## src/rtl/reg_loader_if.sv

```systemverilog
// Request, data-stream and register-file write-port signals of the load sequencer.
// The master modport is the environment side; the slave modport is the loader side.
interface reg_loader_if #(
  parameter int N_THREADS     = 16,
  parameter int N_THREADS_MSB = $clog2(N_THREADS) - 1
);
  logic                     req_valid;
  logic                     req_ready;
  logic [N_THREADS_MSB:0]   req_thread_num;
  logic [3:0]               req_reg_addr;
  logic [3:0]               req_len;
  logic [31:0]              din;
  logic                     din_valid;
  logic                     din_ready;
  logic                     cpu_wr_en;
  logic [31:0]              mem_din;
  logic                     mem_wr_en;
  logic [3:0]               wr_addr;
  logic [N_THREADS_MSB:0]   wr_thread_num;
  logic                     done;
  logic [N_THREADS_MSB:0]   done_thread_num;
  logic                     busy;

  modport master (
    output req_valid, req_thread_num, req_reg_addr, req_len, din, din_valid, cpu_wr_en,
    input  req_ready, din_ready, mem_din, mem_wr_en, wr_addr, wr_thread_num,
           done, done_thread_num, busy
  );

  modport slave (
    input  req_valid, req_thread_num, req_reg_addr, req_len, din, din_valid, cpu_wr_en,
    output req_ready, din_ready, mem_din, mem_wr_en, wr_addr, wr_thread_num,
           done, done_thread_num, busy
  );
endinterface

```

## src/rtl/reg_loader.sv

```systemverilog
// Load sequencer: queues {thread, reg, len} requests and streams 32-bit words into
// consecutive registers of the target thread, yielding the write port to CPU write-back.
module reg_loader #(
  parameter int N_THREADS     = 16,
  parameter int N_THREADS_MSB = $clog2(N_THREADS) - 1,
  parameter int REQ_DEPTH     = 4
) (
  input  logic        CLK,
  input  logic        rst,
  reg_loader_if.slave bus
);
  localparam int          PW      = $clog2(REQ_DEPTH);
  localparam logic [PW:0] PTR_ONE = (PW + 1)'(1);

  typedef enum logic [1:0] {IDLE, LOAD, DONE} state_e;

  typedef struct packed {
    logic [N_THREADS_MSB:0] thread;
    logic [3:0]             addr;
    logic [3:0]             len;
  } req_t;

  state_e                 state_q;
  req_t                   fifo_q [REQ_DEPTH];
  req_t                   head;
  req_t                   req_in;
  logic [PW:0]            wptr_q, rptr_q;
  logic [N_THREADS_MSB:0] cur_thread_q;
  logic [3:0]             cur_addr_q;
  logic [3:0]             cnt_q;
  logic                   empty, full, push, pop, hs;

  // Pointers carry one extra wrap bit so full and empty are distinguishable.
  assign empty  = (wptr_q == rptr_q);
  assign full   = (wptr_q[PW] != rptr_q[PW]) && (wptr_q[PW-1:0] == rptr_q[PW-1:0]);
  assign push   = bus.req_valid && bus.req_ready;
  assign pop    = (state_q == IDLE) && !empty;
  assign hs     = (state_q == LOAD) && bus.din_valid && !bus.cpu_wr_en;
  assign head   = fifo_q[rptr_q[PW-1:0]];
  assign req_in = '{thread: bus.req_thread_num, addr: bus.req_reg_addr, len: bus.req_len};

  assign bus.req_ready       = !full && !rst;
  assign bus.din_ready       = (state_q == LOAD) && !bus.cpu_wr_en;
  assign bus.mem_wr_en       = hs;
  assign bus.mem_din         = bus.din;
  assign bus.wr_addr         = cur_addr_q;
  assign bus.wr_thread_num   = cur_thread_q;
  assign bus.done            = (state_q == DONE);
  assign bus.done_thread_num = cur_thread_q;
  assign bus.busy            = (state_q != IDLE) || !empty;

  always_ff @(posedge CLK) begin
    if (push) begin
      fifo_q[wptr_q[PW-1:0]] <= req_in;
    end
  end

  always_ff @(posedge CLK or posedge rst) begin
    if (rst) begin
      wptr_q <= '0;
      rptr_q <= '0;
    end else begin
      if (push) wptr_q <= wptr_q + PTR_ONE;
      if (pop)  rptr_q <= rptr_q + PTR_ONE;
    end
  end

  always_ff @(posedge CLK or posedge rst) begin
    if (rst) begin
      state_q      <= IDLE;
      cur_thread_q <= '0;
      cur_addr_q   <= '0;
      cnt_q        <= '0;
    end else begin
      unique case (state_q)
        IDLE: begin
          if (pop) begin
            cur_thread_q <= head.thread;
            cur_addr_q   <= head.addr;
            cnt_q        <= head.len;
            state_q      <= LOAD;
          end
        end
        LOAD: begin
          if (hs) begin
            // Address wraps within the thread's 16 registers.
            cur_addr_q <= cur_addr_q + 4'd1;
            cnt_q      <= cnt_q - 4'd1;
            if (cnt_q == 4'd0) state_q <= DONE;
          end
        end
        DONE:    state_q <= IDLE;
        default: state_q <= IDLE;
      endcase
    end
  end
endmodule

```

## src/flat_wrapper.sv

```systemverilog
// flat-port wrapper written by rule: the top's interface ports become plain ports
module reg_loader_flat 
#(
  parameter int N_THREADS     = 16,
  parameter int N_THREADS_MSB = $clog2(N_THREADS) - 1,
  parameter int REQ_DEPTH     = 4
)
  (CLK, rst, bus_req_valid, bus_req_thread_num, bus_req_reg_addr, bus_req_len, bus_din, bus_din_valid, bus_cpu_wr_en, bus_req_ready, bus_din_ready, bus_mem_din, bus_mem_wr_en, bus_wr_addr, bus_wr_thread_num, bus_done, bus_done_thread_num, bus_busy);
  reg_loader_if #(.N_THREADS(N_THREADS), .N_THREADS_MSB(N_THREADS_MSB)) bus_i ();
  input  logic CLK;
  input  logic rst;
  input wire logic [$bits(bus_i.req_valid)-1:0] bus_req_valid;
  input wire logic [$bits(bus_i.req_thread_num)-1:0] bus_req_thread_num;
  input wire logic [$bits(bus_i.req_reg_addr)-1:0] bus_req_reg_addr;
  input wire logic [$bits(bus_i.req_len)-1:0] bus_req_len;
  input wire logic [$bits(bus_i.din)-1:0] bus_din;
  input wire logic [$bits(bus_i.din_valid)-1:0] bus_din_valid;
  input wire logic [$bits(bus_i.cpu_wr_en)-1:0] bus_cpu_wr_en;
  output wire logic [$bits(bus_i.req_ready)-1:0] bus_req_ready;
  output wire logic [$bits(bus_i.din_ready)-1:0] bus_din_ready;
  output wire logic [$bits(bus_i.mem_din)-1:0] bus_mem_din;
  output wire logic [$bits(bus_i.mem_wr_en)-1:0] bus_mem_wr_en;
  output wire logic [$bits(bus_i.wr_addr)-1:0] bus_wr_addr;
  output wire logic [$bits(bus_i.wr_thread_num)-1:0] bus_wr_thread_num;
  output wire logic [$bits(bus_i.done)-1:0] bus_done;
  output wire logic [$bits(bus_i.done_thread_num)-1:0] bus_done_thread_num;
  output wire logic [$bits(bus_i.busy)-1:0] bus_busy;
  assign bus_i.req_valid = bus_req_valid;
  assign bus_i.req_thread_num = bus_req_thread_num;
  assign bus_i.req_reg_addr = bus_req_reg_addr;
  assign bus_i.req_len = bus_req_len;
  assign bus_i.din = bus_din;
  assign bus_i.din_valid = bus_din_valid;
  assign bus_i.cpu_wr_en = bus_cpu_wr_en;
  assign bus_req_ready = bus_i.req_ready;
  assign bus_din_ready = bus_i.din_ready;
  assign bus_mem_din = bus_i.mem_din;
  assign bus_mem_wr_en = bus_i.mem_wr_en;
  assign bus_wr_addr = bus_i.wr_addr;
  assign bus_wr_thread_num = bus_i.wr_thread_num;
  assign bus_done = bus_i.done;
  assign bus_done_thread_num = bus_i.done_thread_num;
  assign bus_busy = bus_i.busy;
  reg_loader #(.N_THREADS(N_THREADS), .N_THREADS_MSB(N_THREADS_MSB), .REQ_DEPTH(REQ_DEPTH)) u_core (.CLK(CLK), .rst(rst), .bus(bus_i));
endmodule
```

## config.mk

```make
export PLATFORM = sky130hd
export DESIGN_NAME = reg_loader_flat
export DESIGN_NICKNAME = d
export VERILOG_FILES = /design/src/rtl/reg_loader_if.sv /design/src/rtl/reg_loader.sv /design/src/flat_wrapper.sv
export SDC_FILE = /design/constraint.sdc
export NUM_CORES = 1
export LEC_CHECK = 0
export CAP_MARGIN = 20
export CORE_MARGIN = 2
export CORE_UTILIZATION = 50
export CTS_BUF_LIST = sky130_fd_sc_hd__clkbuf_16
export CTS_CLUSTER_DIAMETER = 60
export DETAILED_ROUTE_END_ITERATION = 10
export GPL_ROUTABILITY_DRIVEN = 0
export PLACE_DENSITY_LB_ADDON = 0.12
export SLEW_MARGIN = 20
export SYNTH_ARGS = -nofsm -noshare
export SYNTH_HDL_FRONTEND = slang
export SYNTH_SLANG_ARGS = --single-unit
export TNS_END_PERCENT = 10
```

## constraint.sdc

```tcl
create_clock -name CLK -period 5.2 [get_ports CLK]
set_input_delay 1.3 -clock CLK [delete_from_list [all_inputs] [get_ports CLK]]
set_output_delay 1.3 -clock CLK [all_outputs]
set_load 0.05 [all_outputs]
```

==> results of run 1 <==
## sequential cells by signal, summed over array words and instances (netlist names)
name and count:
u_core.wptr_q 3, u_core.rptr_q 3, u_core.bus.done_thread_num 4, u_core.cnt_q 4
u_core.bus.wr_addr 4, u_core.state_q 2, u_core.fifo_q 48
## layer usage
metal / vias up / global-route usage [%]
met5: - / 0.758
met3: 24 / 6.03
li1: 753 / -
met2: 72 / 27.1
met1: 793 / 20.9
met4: 0 / 9.68
## kinds of logic (layout without fill, tap and decap cells)
logic type | Yosys count | after routing | share of synthesized area, %
buf+inv | 50 | 56 | 10.9
mux | 19 | 19 | 10.9
compound gates | 27 | 27 | 5.73
simple gates | 31 | 31 | 5.58
fa+ha+maj | 7 | 7 | 2.75
xor+xnor | 10 | 10 | 3.22
flops | 68 | 68 | 60.9
## worst min-delay path by stage
| stage | from | endpoint | slack (ps) | cells after the start |
|---|---|---|---|---|
| 6_report | u_core.cnt_q[3] | u_core.state_q[1] | 490 | 1 |
| 5_1_grt | u_core.cnt_q[3] | u_core.state_q[1] | 530 | 1 |
| 4_1_cts | u_core.cnt_q[3] | u_core.state_q[1] | 490 | 1 |
| 3_5_place_dp | u_core.cnt_q[3] | u_core.state_q[1] | 480 | 1 |
| 3_3_place_gp | u_core.cnt_q[3] | u_core.state_q[1] | 480 | 1 |
| 2_1_floorplan | u_core.cnt_q[3] | u_core.state_q[1] | 460 | 1 |
## power groups by stage
stage / sequential (mW) / combinational [mW] / clock [mW]
floorplan: 0.887 / 0.647 / 0
global placement: 0.820 / 0.829 / 0
detailed placement: 0.832 / 0.834 / 0
CTS: 0.822 / 0.840 / 0.640
global route: 0.839 / 0.902 / 0.666
finish: 0.818 / 0.830 / 0.630
## critical path, cell delays in order
cell             delay, ps
clkdlybuf4s50_1        410
nand2b_1               220
nor2_1                 120
clkdlybuf4s50_1        820
## Yosys cell counts (all sizes together), types with 2 or more instances
library cell / number
a211oi: 2
a21oi: 4
a31oi: 3
and2: 5
buf: 42
clkbuf: 3
dfrtp: 20
edfxtp: 48
ha: 7
inv: 5
mux2: 5
mux2i: 2
mux4: 12
nand2: 5
nand2b: 3
nor2: 8
nor2b: 2
nor3: 2
nor4: 2
o211ai: 2
o21ai: 5
o2bb2ai: 2
o31ai: 3
xnor2: 5
xor2: 5
## final cells by class
type                    count  area, µm²
fillers                   489       2620
flip-flops and latches     68       1940
clock inverters             7       93.8
multi-input cells          94        897
repair buffers             35        345
inverters                   5       18.8
clock buffers               9        225
well taps                  77       96.3
## through the flow
step | cells | cell area, µm²
after floorplan | 212 | 3190
after global placement | 279 | 3300
after detailed placement | 279 | 3300
after CTS | 295 | 3620
after global routing | 295 | 3620
final | 295 | 3620
==> results.json, run 1 <==
{
  "syn_area_um2": 3190,
  "wl_met1_um": 2310,
  "setup_ws_ps": 1030,
  "route.met2.wl_um": 2720,
  "worst_setup_path_start_kind": "primary input",
  "met3_length_um": 421,
  "cp-endpoint": "bus_mem_wr_en",
  "grt_max_degree": 22,
  "final_common_cell": "edfxtp_1",
  "power_frac_comb_pct": 36.4,
  "r2r_end": "u_core.fifo_q[0][0]",
  "die_area_um2": 7030,
  "post-place-ws_ps": 1040,
  "num_antenna_cells": 0,
  "vias": 1642,
  "worst-r2r-cell-count": 3,
  "fin_crit_sh_pct": 80.1,
  "synth-main-ff-cell": "edfxtp_1",
  "grt_pass1_vias": 1785,
  "switchingPower_uw": 811,
  "min_period_ps": 4170,
  "maxSlewViolCount": 0,
  "vias_per_cell": 5.57,
  "synthCells": 212,
  "core_area_um2": 6240,
  "drive_above_1_share_pct": 17.9,
  "avgSynthCellArea_um2": 15.0,
  "cts-resized-gates": 0,
  "holdCritPathClass": "flop to flop",
  "fin_hold_ws_ps": 488,
  "ys_types": 41,
  "cts_tree": "built",
  "rows": 29,
  "reg2reg_slack_ps": 2800,
  "hold_viol": 0,
  "start_util_pct": 51.1,
  "rsz0062_at_grt": "false",
  "post_cts_buffers": 0,
  "regToRegStartpoint": "u_core.rptr_q[1]",
  "tightest_slew_ps": 729,
  "gr-total-overflow": 0,
  "ant_nets": 0,
  "antenna_found_initial": 0,
  "seq_power_share_pct": 35.9,
  "path_class": "primary input to output pin",
  "async_reset_ff_share_pct": 29.4,
  "synth_seq_area_share_pct": 60.9,
  "post-route-drc-count": 0,
  "fin_nets": 269,
  "cts_sinks": 68,
  "yosysWarnings": 0,
  "syn2layout_area_growth_pct": 13.5,
  "synth_top_area_cell": "edfxtp_1",
  "fin_util_pct": 58.0,
  "highest_layer": "met4",
  "critical_path_arrival_ps": 2870,
  "clockPowerShare_pct": 27.7,
  "irDropWorstVdd_v": 0.000350,
  "avgRoutedWirePerCell_um": 19.1,
  "setup_tns_ps": 0,
  "hpwl_um": 3850,
  "cts_buffers": 9,
  "track_usage_pct": 17.3,
  "fin_skew_ps": 4.69,
  "slew_headroom_pct": 51.4,
  "leakagePower_nw": 1.29,
  "internal-power_mw": 1.47,
  "drtPass1Iterations": 4,
  "max-clock-path-buffers": 2,
  "port_buffers": 33,
  "synth_edf_count": 48,
  "drt_iter0_drc": 107,
  "die_h_um": 83.8,
  "drv_cap": 0,
  "die_x_um": 83.8,
  "swShare_pct": 35.6,
  "cp-end-kind": "output pin",
  "h-tree-depth": 3,
  "yosys.area.top_type_share_pct": 45.2,
  "final_cell_mix": "edfxtp_1, clkdlybuf4s50_1, dfrtp_1",
  "fmaxAchievable_mhz": 240,
  "cp.required_ps": 3900,
  "setup_viol": 0,
  "routed_wl_um": 5640,
  "cts_hold_buf": 0,
  "synth.area.top_cells": "edfxtp_1, dfrtp_1, buf_4, mux4_2, ha_1",
  "p_total_mw": 2.28,
  "synth-seq-cells": 68,
  "cp-startpoint": "bus_cpu_wr_en",
  "ios": 98,
  "grt_pass1_wl_um": 9180,
  "insertion_delay_ps": 320,
  "synth_nets": 268,
  "cp_max_fo": 5,
  "status": "finished, final reports clean",
  "root_buffer": "clkbuf_16",
  "clk_pin_slew_ps": 50,
  "p_per_area_nw_per_um2": 630
}
Note: power is estimated with default switching activity, not from simulation.
==> inputs of run 2 (changes only) <==
Settings changed: CORE_UTILIZATION 50 to 42.
Clock period 5.2 ns to 3.7 ns, I/O delays scaled along.
==> run 2 against run 1 <==
Net effect: clock skew is essentially flat; hold slack gained 17 ps; register-to-register slack lost 1400 ps; sequential cell count is the same; combinational power grew 47%; routed wire length grew 6.7%; critical endpoint is now bus_req_ready; largest cell class unchanged; largest power group unchanged.
==> results.json, run 2 (synthesis gave the netlist of run 1 again) <==
{
  "status": "finished, final reports clean",
  "critical_path_arrival_ps": 2320,
  "hold_viol": 0,
  "worst_setup_path_start_kind": "primary input",
  "setup_tns_ps": 0,
  "routed_wl_um": 6010,
  "grt_pass1_wl_um": 9560,
  "ant_nets": 0,
  "regToRegStartpoint": "u_core.rptr_q[0]",
  "grt_pass1_vias": 1766,
  "cts-resized-gates": 0,
  "leakagePower_nw": 1.29,
  "post_cts_buffers": 0,
  "r2r_end": "u_core.fifo_q[3][9]",
  "drt_iter0_drc": 87,
  "vias_per_cell": 5.25,
  "power_frac_comb_pct": 38.6,
  "avgRoutedWirePerCell_um": 18.9,
  "min_to": "u_core.state_q[1]",
  "cp.required_ps": 2770,
  "slew_headroom_pct": 50.1,
  "setup_viol": 0,
  "swShare_pct": 36.7,
  "drtPass1Iterations": 4,
  "instances_no_fill": 318,
  "final_common_cell": "edfxtp_1",
  "internal-power_mw": 2.00,
  "fin_crit_sh_pct": 87.8,
  "place_inst": 302,
  "clockPowerShare_pct": 26.0,
  "seq_power_share_pct": 35.5,
  "cts_buffers": 9,
  "start_util_pct": 43.7,
  "vias": 1669,
  "drv_cap": 0,
  "grt_max_degree": 21,
  "p_per_area_nw_per_um2": 872,
  "clk_pin_slew_ps": 50,
  "path_class": "primary input to output pin",
  "max-clock-path-buffers": 2,
  "insertion_delay_ps": 320,
  "cp_max_fo": 2,
  "irDropWorstVdd_v": 0.000388,
  "cp-end-kind": "output pin",
  "die_x_um": 91.1,
  "root_buffer": "clkbuf_16",
  "drive_above_1_share_pct": 18.7,
  "port_buffers": 33,
  "fin_hold_ws_ps": 504,
  "ios": 98,
  "die_h_um": 91.1,
  "setup_ws_ps": 450,
  "switchingPower_mw": 1.16,
  "gr-total-overflow": 0,
  "tightest_slew_ps": 748,
  "cts_tree": "built",
  "fin_skew_ps": 5.07,
  "rsz0062_at_grt": "false",
  "min_path_cells": 1,
  "maxSlewViolCount": 0,
  "holdCritPathClass": "flop to flop",
  "syn2layout_area_growth_pct": 13.7,
  "largest_reg_flops": 48,
  "cts_hold_buf": 0,
  "post-place-ws_ps": 439,
  "rows": 31,
  "post-route-drc-count": 0,
  "die_area_um2": 8300,
  "track_usage_pct": 15.5,
  "p_total_mw": 3.16,
  "h-tree-depth": 3,
  "hpwl_um": 4190,
  "reg2reg_slack_ps": 1390,
  "final_cell_mix": "edfxtp_1, clkdlybuf4s50_1, dfrtp_1",
  "num_antenna_cells": 0,
  "fmaxAchievable_mhz": 308,
  "fillers": 638,
  "min_period_ps": 3250,
  "cts_sinks": 68,
  "min-delay-start": "u_core.cnt_q[3]",
  "antenna_found_initial": 0,
  "worst-r2r-cell-count": 4,
  "fin_nets": 270,
  "core_area_um2": 7290
}
## run 2: final cells by class
type                    count  area (µm²)  share of cell area, %
clock buffers               9         225                   6.21
clock inverters             7        67.6                   1.86
inverters                   5        18.8                  0.518
multi-input cells          94         897                   24.7
flip-flops and latches     68        1940                   53.6
well taps                  99         124                   3.42
repair buffers             36         350                   9.67
## run 2: worst max-delay path by stage
stage	to	slack (ps)	start
finish	bus_req_ready	450	rst
global route	bus_req_ready	410	rst
CTS	bus_req_ready	440	rst
detailed placement	bus_req_ready	440	rst
global placement	bus_req_ready	470	rst
floorplan	bus_mem_wr_en	990	bus_cpu_wr_en
## run 2: power by group through the flow
stage          Sequential (mW)  Combinational [mW]  Clock (mW)
2_1_floorplan             1.25               0.909           0
3_3_place_gp              1.12                1.22           0
3_5_place_dp              1.14                1.23           0
4_1_cts                   1.12                1.23       0.837
5_1_grt                   1.14                1.32       0.881
6_report                  1.12                1.22       0.821
## run 2: layer usage
metal  track usage, %  part of all wire (%)  vias up  routed length, µm
met2             25.7                    49       57               2970
met1             17.2                    39      820               2350
met5                0                     0        -                  0
met4             10.1                   4.9        0                292
li1                 -                     -      755                  -
met3             4.98                   6.8       37                409
## run 2: critical path: stages
cell             delay (ps)
clkdlybuf4s50_1         420
a31oi_1                 160
clkdlybuf4s50_1         820
## run 2: per-stage QoR
step	area (µm²)	utilization (%)
final	3620	49.7
after global placement	3330	45.7
after global routing	3620	49.7
after detailed placement	3330	45.7
after floorplan	3190	-
after CTS	3620	49.7
==> inputs of run 3 (changes only) <==
Settings changed: ABC_AREA from default to 1, CORE_UTILIZATION 42 to 43, PLACE_DENSITY from default to 0.83, PLACE_DENSITY_LB_ADDON 0.12 to default.
==> run 3 against run 2 <==
Net effect: power is 12% higher; sequential power hardly changed; sequential share of layout area is 4.1 points lower; combinational power is 21% higher; final cell count is 44% higher; setup slack better by 20 ps; design area is 8.4% higher; via count is 33% higher; global-route usage is 1.2 points higher; clock power is 18% higher; largest power group unchanged.
==> results.json, run 3 <==
{
  "yosysMostFrequentCell": "nand2_1",
  "cp_max_fo": 2,
  "irDropWorstVdd_v": 0.000368,
  "cp.required_ps": 2770,
  "gr-total-overflow": 0,
  "fin_crit_sh_pct": 87.3,
  "cts_hold_buf": 0,
  "syn_area_um2": 3390,
  "post_cts_buffers": 0,
  "synthCells": 345,
  "num_antenna_cells": 0,
  "synth-seq-cells": 68,
  "h-tree-depth": 3,
  "grt_pass1_vias": 2222,
  "worst-r2r-cell-count": 7,
  "cts-resized-gates": 0,
  "largest_reg_flops": 48,
  "start_util_pct": 44.0,
  "root_buffer": "clkbuf_16",
  "synth-main-ff-cell": "edfxtp_1",
  "worst_setup_path_start_kind": "primary input",
  "ys_types": 27,
  "synth_top_area_cell": "edfxtp_1",
  "slew_headroom_pct": 66.3,
  "ios": 98,
  "routed_wl_um": 6650,
  "grt_max_degree": 29,
  "synth_nets": 401,
  "grt_pass1_wl_um": 10900,
  "synth_edf_count": 48,
  "tightest_slew_ps": 504,
  "leakagePower_nw": 1.70,
  "die_h_um": 92.7,
  "post-route-drc-count": 0,
  "fin_util_pct": 51.1,
  "cp-end-kind": "output pin",
  "vias": 2224,
  "cts_buffers": 9,
  "path_class": "primary input to output pin",
  "cts_sinks": 68,
  "drtPass1Iterations": 4,
  "final_cell_mix": "nand2_1, edfxtp_1, inv_1",
  "syn2layout_area_growth_pct": 16.0,
  "avgRoutedWirePerCell_um": 14.5,
  "fin_nets": 407,
  "fillers": 676,
  "clk_pin_slew_ps": 60,
  "async_reset_ff_share_pct": 29.4,
  "fin_skew_ps": 7.56,
  "yosysWarnings": 0,
  "synth_seq_area_share_pct": 57.4,
  "yosys.area.top_type_share_pct": 42.6,
  "drt_iter0_drc": 161,
  "drv_cap": 0,
  "port_buffers": 33,
  "core_area_um2": 7690,
  "vias_per_cell": 4.86,
  "die_area_um2": 8600,
  "antenna_found_initial": 0,
  "setup_ws_ps": 470,
  "min_path_cells": 2,
  "avgSynthCellArea_um2": 9.81,
  "rsz0062_at_grt": "false",
  "maxSlewViolCount": 0,
  "setup_viol": 0,
  "placed_area_um2": 3590,
  "max-clock-path-buffers": 2,
  "cts_tree": "built",
  "status": "finished, final reports clean",
  "p_per_area_nw_per_um2": 903,
  "final_common_cell": "nand2_1",
  "critical_path_arrival_ps": 2300,
  "die_x_um": 92.7,
  "hpwl_um": 4500,
  "post-place-ws_ps": 460,
  "synth.area.top_cells": "edfxtp_1, dfrtp_1, nand2_1, buf_4, inv_1",
  "rows": 32,
  "holdCritPathClass": "flop to flop",
  "insertion_delay_ps": 330,
  "ys_top_cells_by_count": "nand2_1, edfxtp_1, inv_1, buf_4, nand3_1",
  "min_period_ps": 3230,
  "track_usage_pct": 16.7,
  "setup_tns_ps": 0,
  "hold_viol": 0,
  "drive_above_1_share_pct": 12.9,
  "post-route-cell-area_um2": 3930,
  "fmaxAchievable_mhz": 310,
  "ant_nets": 0
}
-- run 3: cell types whose count changed in the layout (fill, tap and decap cells not counted), moves of 4 or more --
cell / change
o21ai_0: +12
buf_4: +4
mux4_2: -12
mux2_2: -5
nor2_1: +13
nand2_1: +81
nand3_1: +23
o21ai_2: +8
inv_1: +37
and2_1: -4
nand2_2: +5
-- run 3: worst max-delay path: stages --
cell and delay, ps:
clkdlybuf4s50_1 420, nor2_2 140, clkdlybuf4s50_1 820
-- run 3: final timing paths --
kind / start / end / slack, ps
min in group asynchronous: rst / u_core.wptr_q[1] / 970
max in group asynchronous: rst / u_core.bus.wr_addr[2] / 2500
worst max register to register: u_core.rptr_q[1] / u_core.fifo_q[1][3] / 1870
worst min register to register: u_core.bus.done_thread_num[3] / u_core.bus.done_thread_num[3] / 510
worst min-delay path: u_core.bus.done_thread_num[3] / u_core.bus.done_thread_num[3] / 510
worst max-delay path: bus_cpu_wr_en / bus_din_ready / 470
-- run 3: cell type report --
class	count	area (µm²)	area share [%]
Sequential cell	68	1940	49.4
Multi-Input combinational cell	188	961	24.5
Timing Repair Buffer	40	390	9.94
Clock buffer	9	225	5.73
Inverter	44	165	4.21
Tap cell	102	128	3.25
Clock inverter	7	116	2.96
-- run 3: kinds of logic (layout without fill, tap and decap cells) --
group / after synthesis / in the layout / share of synthesized area, %
AOI/OAI and AO/OA: 32 / 32 / 5.84
xor gates and xnor gates: 4 / 4 / 1.26
adders and majority gates: 7 / 7 / 2.59
buffers and inverters: 89 / 100 / 14.3
DFF: 68 / 68 / 57.4
and+or+nand+nor: 145 / 145 / 18.7
-- run 3: power breakdown --
group	internal [mW]	leakage (nW)	switching [mW]	total, mW
combinational	0.495	0.850	0.983	1.48
sequential	0.984	0.684	0.115	1.10
clock	0.656	0.171	0.313	0.970
-- run 3: stage by stage --
step / cells / power, mW / hold slack (ps)
after floorplan: 345 / 2.31 / 478
after global placement: 442 / 2.53 / 491
after detailed placement: 442 / 2.60 / 500
after CTS: 458 / 3.57 / 513
after global routing: 458 / 3.78 / 544
final: 458 / 3.55 / 514
-- run 3: metal layers --
metal	GRT usage (%)	wire (µm)	vias up
li1	-	-	1096
met2	28.0	3300	66
met3	3.50	414	29
met1	19.9	2680	1033
met4	9.68	256	0
met5	0	0	-
